**src/rtl/s2_pkg.sv**
```systemverilog
// Shared constants, state encoding and address helper for the stage-2 convolution scheduler.
package s2_pkg;

    localparam int N_FILT  = 4;
    localparam int OUT_DIM = 6;
    localparam int N_POS   = 36;
    localparam int N_OUT   = 144;
    localparam int ADDR_W  = 8;

    typedef enum logic [1:0] {
        S_IDLE,
        S_RUN,
        S_DRAIN,
        S_DONE
    } sched_state_e;

    // Linear result-buffer address of a (filter, window) pair; at most 3*36+35 = 143.
    function automatic logic [ADDR_W-1:0] lin_addr(input logic [1:0] dir, input logic [5:0] pos);
        return ADDR_W'(dir) * ADDR_W'(N_POS) + ADDR_W'(pos);
    endfunction

endpackage

```
**src/rtl/s2_res_pipe.sv**
```systemverilog
// Capture pipeline between issue and result-buffer write: DEPTH stages of valid/addr/data
// that shift together unless held, with a synchronous clear.
module s2_res_pipe
    import s2_pkg::*;
#(
    parameter int DW    = 35,
    parameter int DEPTH = 1,
    parameter int AW    = ADDR_W
) (
    input  logic          clk,
    input  logic          rst_n,
    input  logic          hold_i,
    input  logic          clr_i,
    input  logic          valid_i,
    input  logic [AW-1:0] addr_i,
    input  logic [DW-1:0] data_i,
    output logic          valid_o,
    output logic [AW-1:0] addr_o,
    output logic [DW-1:0] data_o,
    output logic          last_only_o
);

    logic [DEPTH-1:0]         valid_q;
    logic [DEPTH-1:0][AW-1:0] addr_q;
    logic [DEPTH-1:0][DW-1:0] data_q;
    logic [DEPTH-1:0]         upstream;

    // NOTE: the stage registers are reset (not just the valid bits) because wr_addr and
    // wr_data are driven straight from the last stage and must read 0 out of reset.
    always_ff @(posedge clk or negedge rst_n) begin
        if (!rst_n) begin
            valid_q <= '0;
            addr_q  <= '0;
            data_q  <= '0;
        end else if (clr_i) begin
            valid_q <= '0;
            addr_q  <= '0;
            data_q  <= '0;
        end else if (!hold_i) begin
            // NOTE: non-blocking assignments let every stage read its neighbour's old
            // value, so the shift order inside this block does not matter.
            valid_q[0] <= valid_i;
            if (valid_i) begin
                addr_q[0] <= addr_i;
                data_q[0] <= data_i;
            end
            for (int i = 1; i < DEPTH; i++) begin
                valid_q[i] <= valid_q[i-1];
                if (valid_q[i-1]) begin
                    addr_q[i] <= addr_q[i-1];
                    data_q[i] <= data_q[i-1];
                end
            end
        end
    end

    // Last stage holds the only outstanding entry: its acceptance empties the pipe.
    always_comb begin
        upstream             = valid_q;
        upstream[DEPTH-1]    = 1'b0;
        last_only_o          = valid_q[DEPTH-1] && (upstream == '0);
    end

    assign valid_o = valid_q[DEPTH-1];
    assign addr_o  = addr_q[DEPTH-1];
    assign data_o  = data_q[DEPTH-1];

endmodule

```
**src/rtl/s2_conv_sched.sv**
```systemverilog
// Stage-2 convolution sequencer: walks 4 filters x 36 window positions, captures the
// datapath result per issue and writes it to the result buffer under back-pressure.
module s2_conv_sched
    import s2_pkg::*;
#(
    parameter int DW       = 35,
    parameter int PIPE_LAT = 1
) (
    input  logic                 clk,
    input  logic                 rst_n,
    input  logic                 start,
    input  logic                 tensor_valid,
    input  logic                 abort,
    output logic                 busy,
    output logic                 done,
    output logic [1:0]           proc_dir,
    output logic [5:0]           proc_counter,
    output logic [2:0]           win_row,
    output logic [2:0]           win_col,
    input  logic signed [DW-1:0] res_in,
    output logic                 wr_en,
    output logic [ADDR_W-1:0]    wr_addr,
    output logic signed [DW-1:0] wr_data,
    input  logic                 wr_ready
);

    sched_state_e      state_q, state_d;
    logic [1:0]        dir_q, dir_d;
    logic [5:0]        cnt_q, cnt_d;
    logic [2:0]        row_q, row_d;
    logic [2:0]        col_q, col_d;
    logic              advance;
    logic              issue;
    logic              pipe_clr;
    logic              last_only;
    logic [ADDR_W-1:0] issue_addr;

    // Everything moves unless the write at the pipe head is being refused.
    assign advance    = wr_ready || !wr_en;
    assign issue_addr = lin_addr(dir_q, cnt_q);

    always_ff @(posedge clk or negedge rst_n) begin
        if (!rst_n) begin
            state_q <= S_IDLE;
            dir_q   <= '0;
            cnt_q   <= '0;
            row_q   <= '0;
            col_q   <= '0;
        end else begin
            state_q <= state_d;
            dir_q   <= dir_d;
            cnt_q   <= cnt_d;
            row_q   <= row_d;
            col_q   <= col_d;
        end
    end

    // NOTE: every output of this block gets a default first, so no path leaves a
    // signal unassigned and no latch is inferred.
    always_comb begin
        state_d  = state_q;
        dir_d    = dir_q;
        cnt_d    = cnt_q;
        row_d    = row_q;
        col_d    = col_q;
        busy     = 1'b0;
        done     = 1'b0;
        issue    = 1'b0;
        pipe_clr = 1'b0;

        unique case (state_q)
            S_IDLE: begin
                if (start && tensor_valid) state_d = S_RUN;
            end
            S_RUN: begin
                busy = 1'b1;
                if (advance) begin
                    issue = 1'b1;
                    if (col_q == 3'(OUT_DIM - 1)) begin
                        col_d = '0;
                        row_d = (row_q == 3'(OUT_DIM - 1)) ? 3'd0 : row_q + 3'd1;
                    end else begin
                        col_d = col_q + 3'd1;
                    end
                    if (cnt_q == 6'(N_POS - 1)) begin
                        cnt_d = '0;
                        dir_d = dir_q + 2'd1;
                        if (dir_q == 2'(N_FILT - 1)) state_d = S_DRAIN;
                    end else begin
                        cnt_d = cnt_q + 6'd1;
                    end
                end
            end
            S_DRAIN: begin
                busy = 1'b1;
                if (last_only && wr_ready) state_d = S_DONE;
            end
            S_DONE: begin
                done    = 1'b1;
                state_d = S_IDLE;
            end
            default: state_d = S_IDLE;
        endcase

        // Abort wins over start and over a stalled write.
        if (abort) begin
            state_d  = S_IDLE;
            dir_d    = '0;
            cnt_d    = '0;
            row_d    = '0;
            col_d    = '0;
            issue    = 1'b0;
            pipe_clr = 1'b1;
        end
    end

    s2_res_pipe #(
        .DW   (DW),
        .DEPTH(PIPE_LAT),
        .AW   (ADDR_W)
    ) u_res_pipe (
        .clk        (clk),
        .rst_n      (rst_n),
        .hold_i     (!advance),
        .clr_i      (pipe_clr),
        .valid_i    (issue),
        .addr_i     (issue_addr),
        .data_i     (res_in),
        .valid_o    (wr_en),
        .addr_o     (wr_addr),
        .data_o     (wr_data),
        .last_only_o(last_only)
    );

    assign proc_dir     = dir_q;
    assign proc_counter = cnt_q;
    assign win_row      = row_q;
    assign win_col      = col_q;

endmodule

```
**config.mk**
```make
export PLATFORM = sky130hd
export DESIGN_NAME = s2_conv_sched
export DESIGN_NICKNAME = d
export VERILOG_FILES = /design/src/rtl/s2_pkg.sv /design/src/rtl/s2_res_pipe.sv /design/src/rtl/s2_conv_sched.sv
export SDC_FILE = /design/constraint.sdc
export NUM_CORES = 1
export LEC_CHECK = 0
export ABC_AREA = 1
export BUFFER_PORTS_ARGS = -buffer_cell sky130_fd_sc_hd__buf_2
export CAP_MARGIN = 30
export CORE_ASPECT_RATIO = 0.9
export CORE_MARGIN = 2
export CORE_UTILIZATION = 46
export CTS_CLUSTER_SIZE = 10
export DETAILED_ROUTE_END_ITERATION = 7
export GPL_ROUTABILITY_DRIVEN = 0
export PLACE_DENSITY = 0.76
export SETUP_SLACK_MARGIN = 0.5
export SYNTH_ARGS = -nofsm -noshare
export SYNTH_HDL_FRONTEND = slang
export SYNTH_SLANG_ARGS = --single-unit
export TNS_END_PERCENT = 50
```
**constraint.sdc**
```tcl
create_clock -name clk -period 3.6 [get_ports clk]
set_input_delay 0.36 -clock clk [delete_from_list [all_inputs] [get_ports clk]]
set_output_delay 0.36 -clock clk [all_outputs]
set_load 0.05 [all_outputs]
```
==> impl_metrics.yaml <==
critical_path:
  path_buf_inv: 2
  path_delay_family: "simple AND/OR/NAND/NOR gates"
  criticalPathCategory: "reg -> reg"
  required_ns: 3.86
  max_stage_delay_ns: 0.41
  crit_chain: "inv_1 > ha_1 > nand2_2 > nor2_4 > buf_4 > nand2_1 > o21ai_0"
  cp_slowest_cell: "dfrtp_1"
  arrival_ns: 2.15
  end_kind: "flip-flop"
  start_kind: "flip-flop"
  path_max_fanout: 31
synth:
  synth_simple_gate_area_share: 0.119
  ys_warn_count: 0
  synth-compound-area-share: 0.182
  synthMuxAreaShare: 0
  synth_top_family_by_area: "compound AO/OA/AOI/OAI gates"
  synthesis.nets: 290
  ys_seq_elements: 60
  synth-seq-area-share: 0.581
  synth-xor-area-share: 0.00677
  yosys.area_share.adder: 0.0513
  syn_area_mm2: 0.00259
  synth_cell_type_count: 29
  syn_area_per_cell_um2: 10.8
  syn-instance-count: 239
floorplan:
  io_pins: 101
  die_w_um: 83.0
  core_mm2: 0.00535
  initial_utilization: 0.484
  die_area_mm2: 0.00624
  die_y_um: 75.1
  num_rows: 25
global_routing:
  antenna_found_initial: 0
  overflow: 0
  grt_max_degree: 48
  busiest_layer: "met2"
  grt_pass1_vias: 1909
  use_met3: 0.0680
  grt_use_met1: 0.252
  grt_pass1_wl_um: 9250
  use_met2: 0.302
  grtUsageTotal: 0.193
place:
  dp_hpwl_um: 4070
  portBuffers: 100
  post_dp_cell_area_mm2: 0.00311
  numPlacedInstances: 398
final_layout:
  drive_above_1_share: 0.354
  final_common_cell: "buf_2"
  layout_common_cells: "buf_2 (100), dfrtp_1 (60), nand2_1 (48)"
  multi_input_area_um2: 928
  design_area_mm2: 0.00335
  fin_nets: 393
  final_cells: 414
  fillers: 450
  antennaDiodeCount: 0
  area_delta_synth_final_pct: 29.5
  register_area_mm2: 0.00150
sta:
  max_slew_margin: 0.437
  final.min_clock_period_ns: 1.89
  worst_pin_slew_ns: 0.845
  skew_ns: 0.00935
  setup_tns_ns: 0
  period_share: 0.526
  rsz0062_at_grt: "no"
  report.final.hold_viol_count: 0
  setup_viol: 0
  report.final.slew_viol_count: 0
  clock.fmax_mhz: 528
  fin_hold_ws_ns: 0.130
cts:
  clock-sinks: 60
  clkLatencyLatePin_ns: 0.34
  htreeDepth: 3
  cts_tree: "yes"
  hold_buffers: 0
  clock_tree.buffer_depth: 2
  clk_pin_slew_worst_paths_ns: 0.07
  ctsResizeCount: 0
  postCtsSetupRepairBufs: 0
  cts_made_buffers: 9
  root_buffer: "clkbuf_8"
worst_hold_path:
  hold_class: "in -> async"
pwr:
  p_leak_nw: 1.89
  powerDensity_mw_per_mm2: 863
  peakVddDrop_uv: 458
  p_total_mw: 2.89
detailed_routing:
  routed_wirelength_um: 5770
  num_vias: 2093
  drtIter0Drc: 105
  wl_per_cell_um: 13.9
  firstDrtPassIters: 4
  ant_nets: 0
  drc_errors: 0
  vias_per_cell: 5.06
job:
  cap_violations: 0
run_status:
  status: "finished, final reports clean"
## final cells by class
cell class	instances	area share
repair buffers	102	0.154
inverters	21	0.0243
clock inverters	6	0.0332
flip-flops and latches	60	0.448
multi-input cells	148	0.277
clock buffers	10	0.0381
well taps	67	0.0250
## per-stage QoR
stage               utilization  worst slack (ns)
detailed placement        0.582              1.69
global route              0.626              1.56
global placement          0.582              1.77
floorplan                     -              1.84
CTS                       0.626              1.70
finish                    0.626              1.71
## path summary, 6_finish.rpt
path | from | to | slack [ns] | cells after the start
setup / recovery | state_q[1]$_DFFE_PN0P_ | proc_counter[0]$_DFFE_PN0P_ | 1.71 | 7
hold / removal | rst_n | proc_counter[3]$_DFFE_PN0P_ | 0.13 | 1
setup reg to reg | state_q[1]$_DFFE_PN0P_ | proc_counter[0]$_DFFE_PN0P_ | 1.71 | 7
hold reg to reg | u_res_pipe.addr_o[6]$_DFFE_PN0P_ | u_res_pipe.addr_o[6]$_DFFE_PN0P_ | 0.48 | 2
max in group asynchronous | rst_n | u_res_pipe.data_o[23]$_DFFE_PN0P_ | 2.64 | 2
min in group clk | res_in[18] | u_res_pipe.data_o[18]$_DFFE_PN0P_ | 0.25 | 2
## Yosys cell counts
| library cell | count | share of area |
|---|---|---|
| dfrtp_1 | 60 | 0.58 |
| nand2_1 | 48 | 0.070 |
| a22o_1 | 37 | 0.13 |
| inv_1 | 19 | 0.028 |
| o21ai_0 | 13 | 0.025 |
| nand3_1 | 11 | 0.021 |
| ha_1 | 9 | 0.044 |
| a21oi_1 | 8 | 0.015 |
| nor2_1 | 7 | 0.010 |
| buf_2 | 5 | 0.0097 |
| buf_6 | 4 | 0.017 |
| a21o_1 | 1 | 0.0029 |
| clkbuf_2 | 1 | 0.0019 |
| fa_1 | 1 | 0.0077 |
| inv_2 | 1 | 0.0014 |
| inv_4 | 1 | 0.0024 |
| nand2_2 | 1 | 0.0024 |
| nand2_4 | 1 | 0.0044 |
| nand4_1 | 1 | 0.0024 |
| nor2_4 | 1 | 0.0044 |
| nor3_1 | 1 | 0.0019 |
| o211ai_1 | 1 | 0.0029 |
| o21ai_1 | 1 | 0.0019 |
| o21bai_1 | 1 | 0.0029 |
| o22ai_1 | 1 | 0.0024 |
| o31ai_1 | 1 | 0.0029 |
| or2_2 | 1 | 0.0024 |
| xnor2_1 | 1 | 0.0034 |
| xor2_1 | 1 | 0.0034 |
## cells by family (layout without fill, tap and decap cells)
| logic type | Yosys count | after routing |
|---|---|---|
| AO/OA/AOI/OAI | 64 | 64 |
| XOR/XNOR | 2 | 2 |
| adder cells (fa/ha/maj) | 10 | 10 |
| buffers and inverters | 31 | 139 |
| flip-flops | 60 | 60 |
| AND/OR/NAND/NOR | 72 | 72 |
## registers in the layout, indices dropped and copies added (netlist names)
register	cells
u_res_pipe.addr_o	8
state_q	2
win_row	3
proc_dir	2
u_res_pipe.last_only_o	1
win_col	3
u_res_pipe.data_o	35
proc_counter	6
## metal layers
layer  up-vias  routed length, um  share of wire
li1       1033                  -              -
met1       958               2750           0.48
met2        95               2530           0.44
met3         7                434          0.075
met4         0                 51         0.0088
met5         -                  0              0
## report_power, final
group | internal (mW) | switching [mW]
registers | 0.832 | 0.127
logic | 0.292 | 0.910
clock network | 0.461 | 0.271
(Power assumes the default switching activity.)
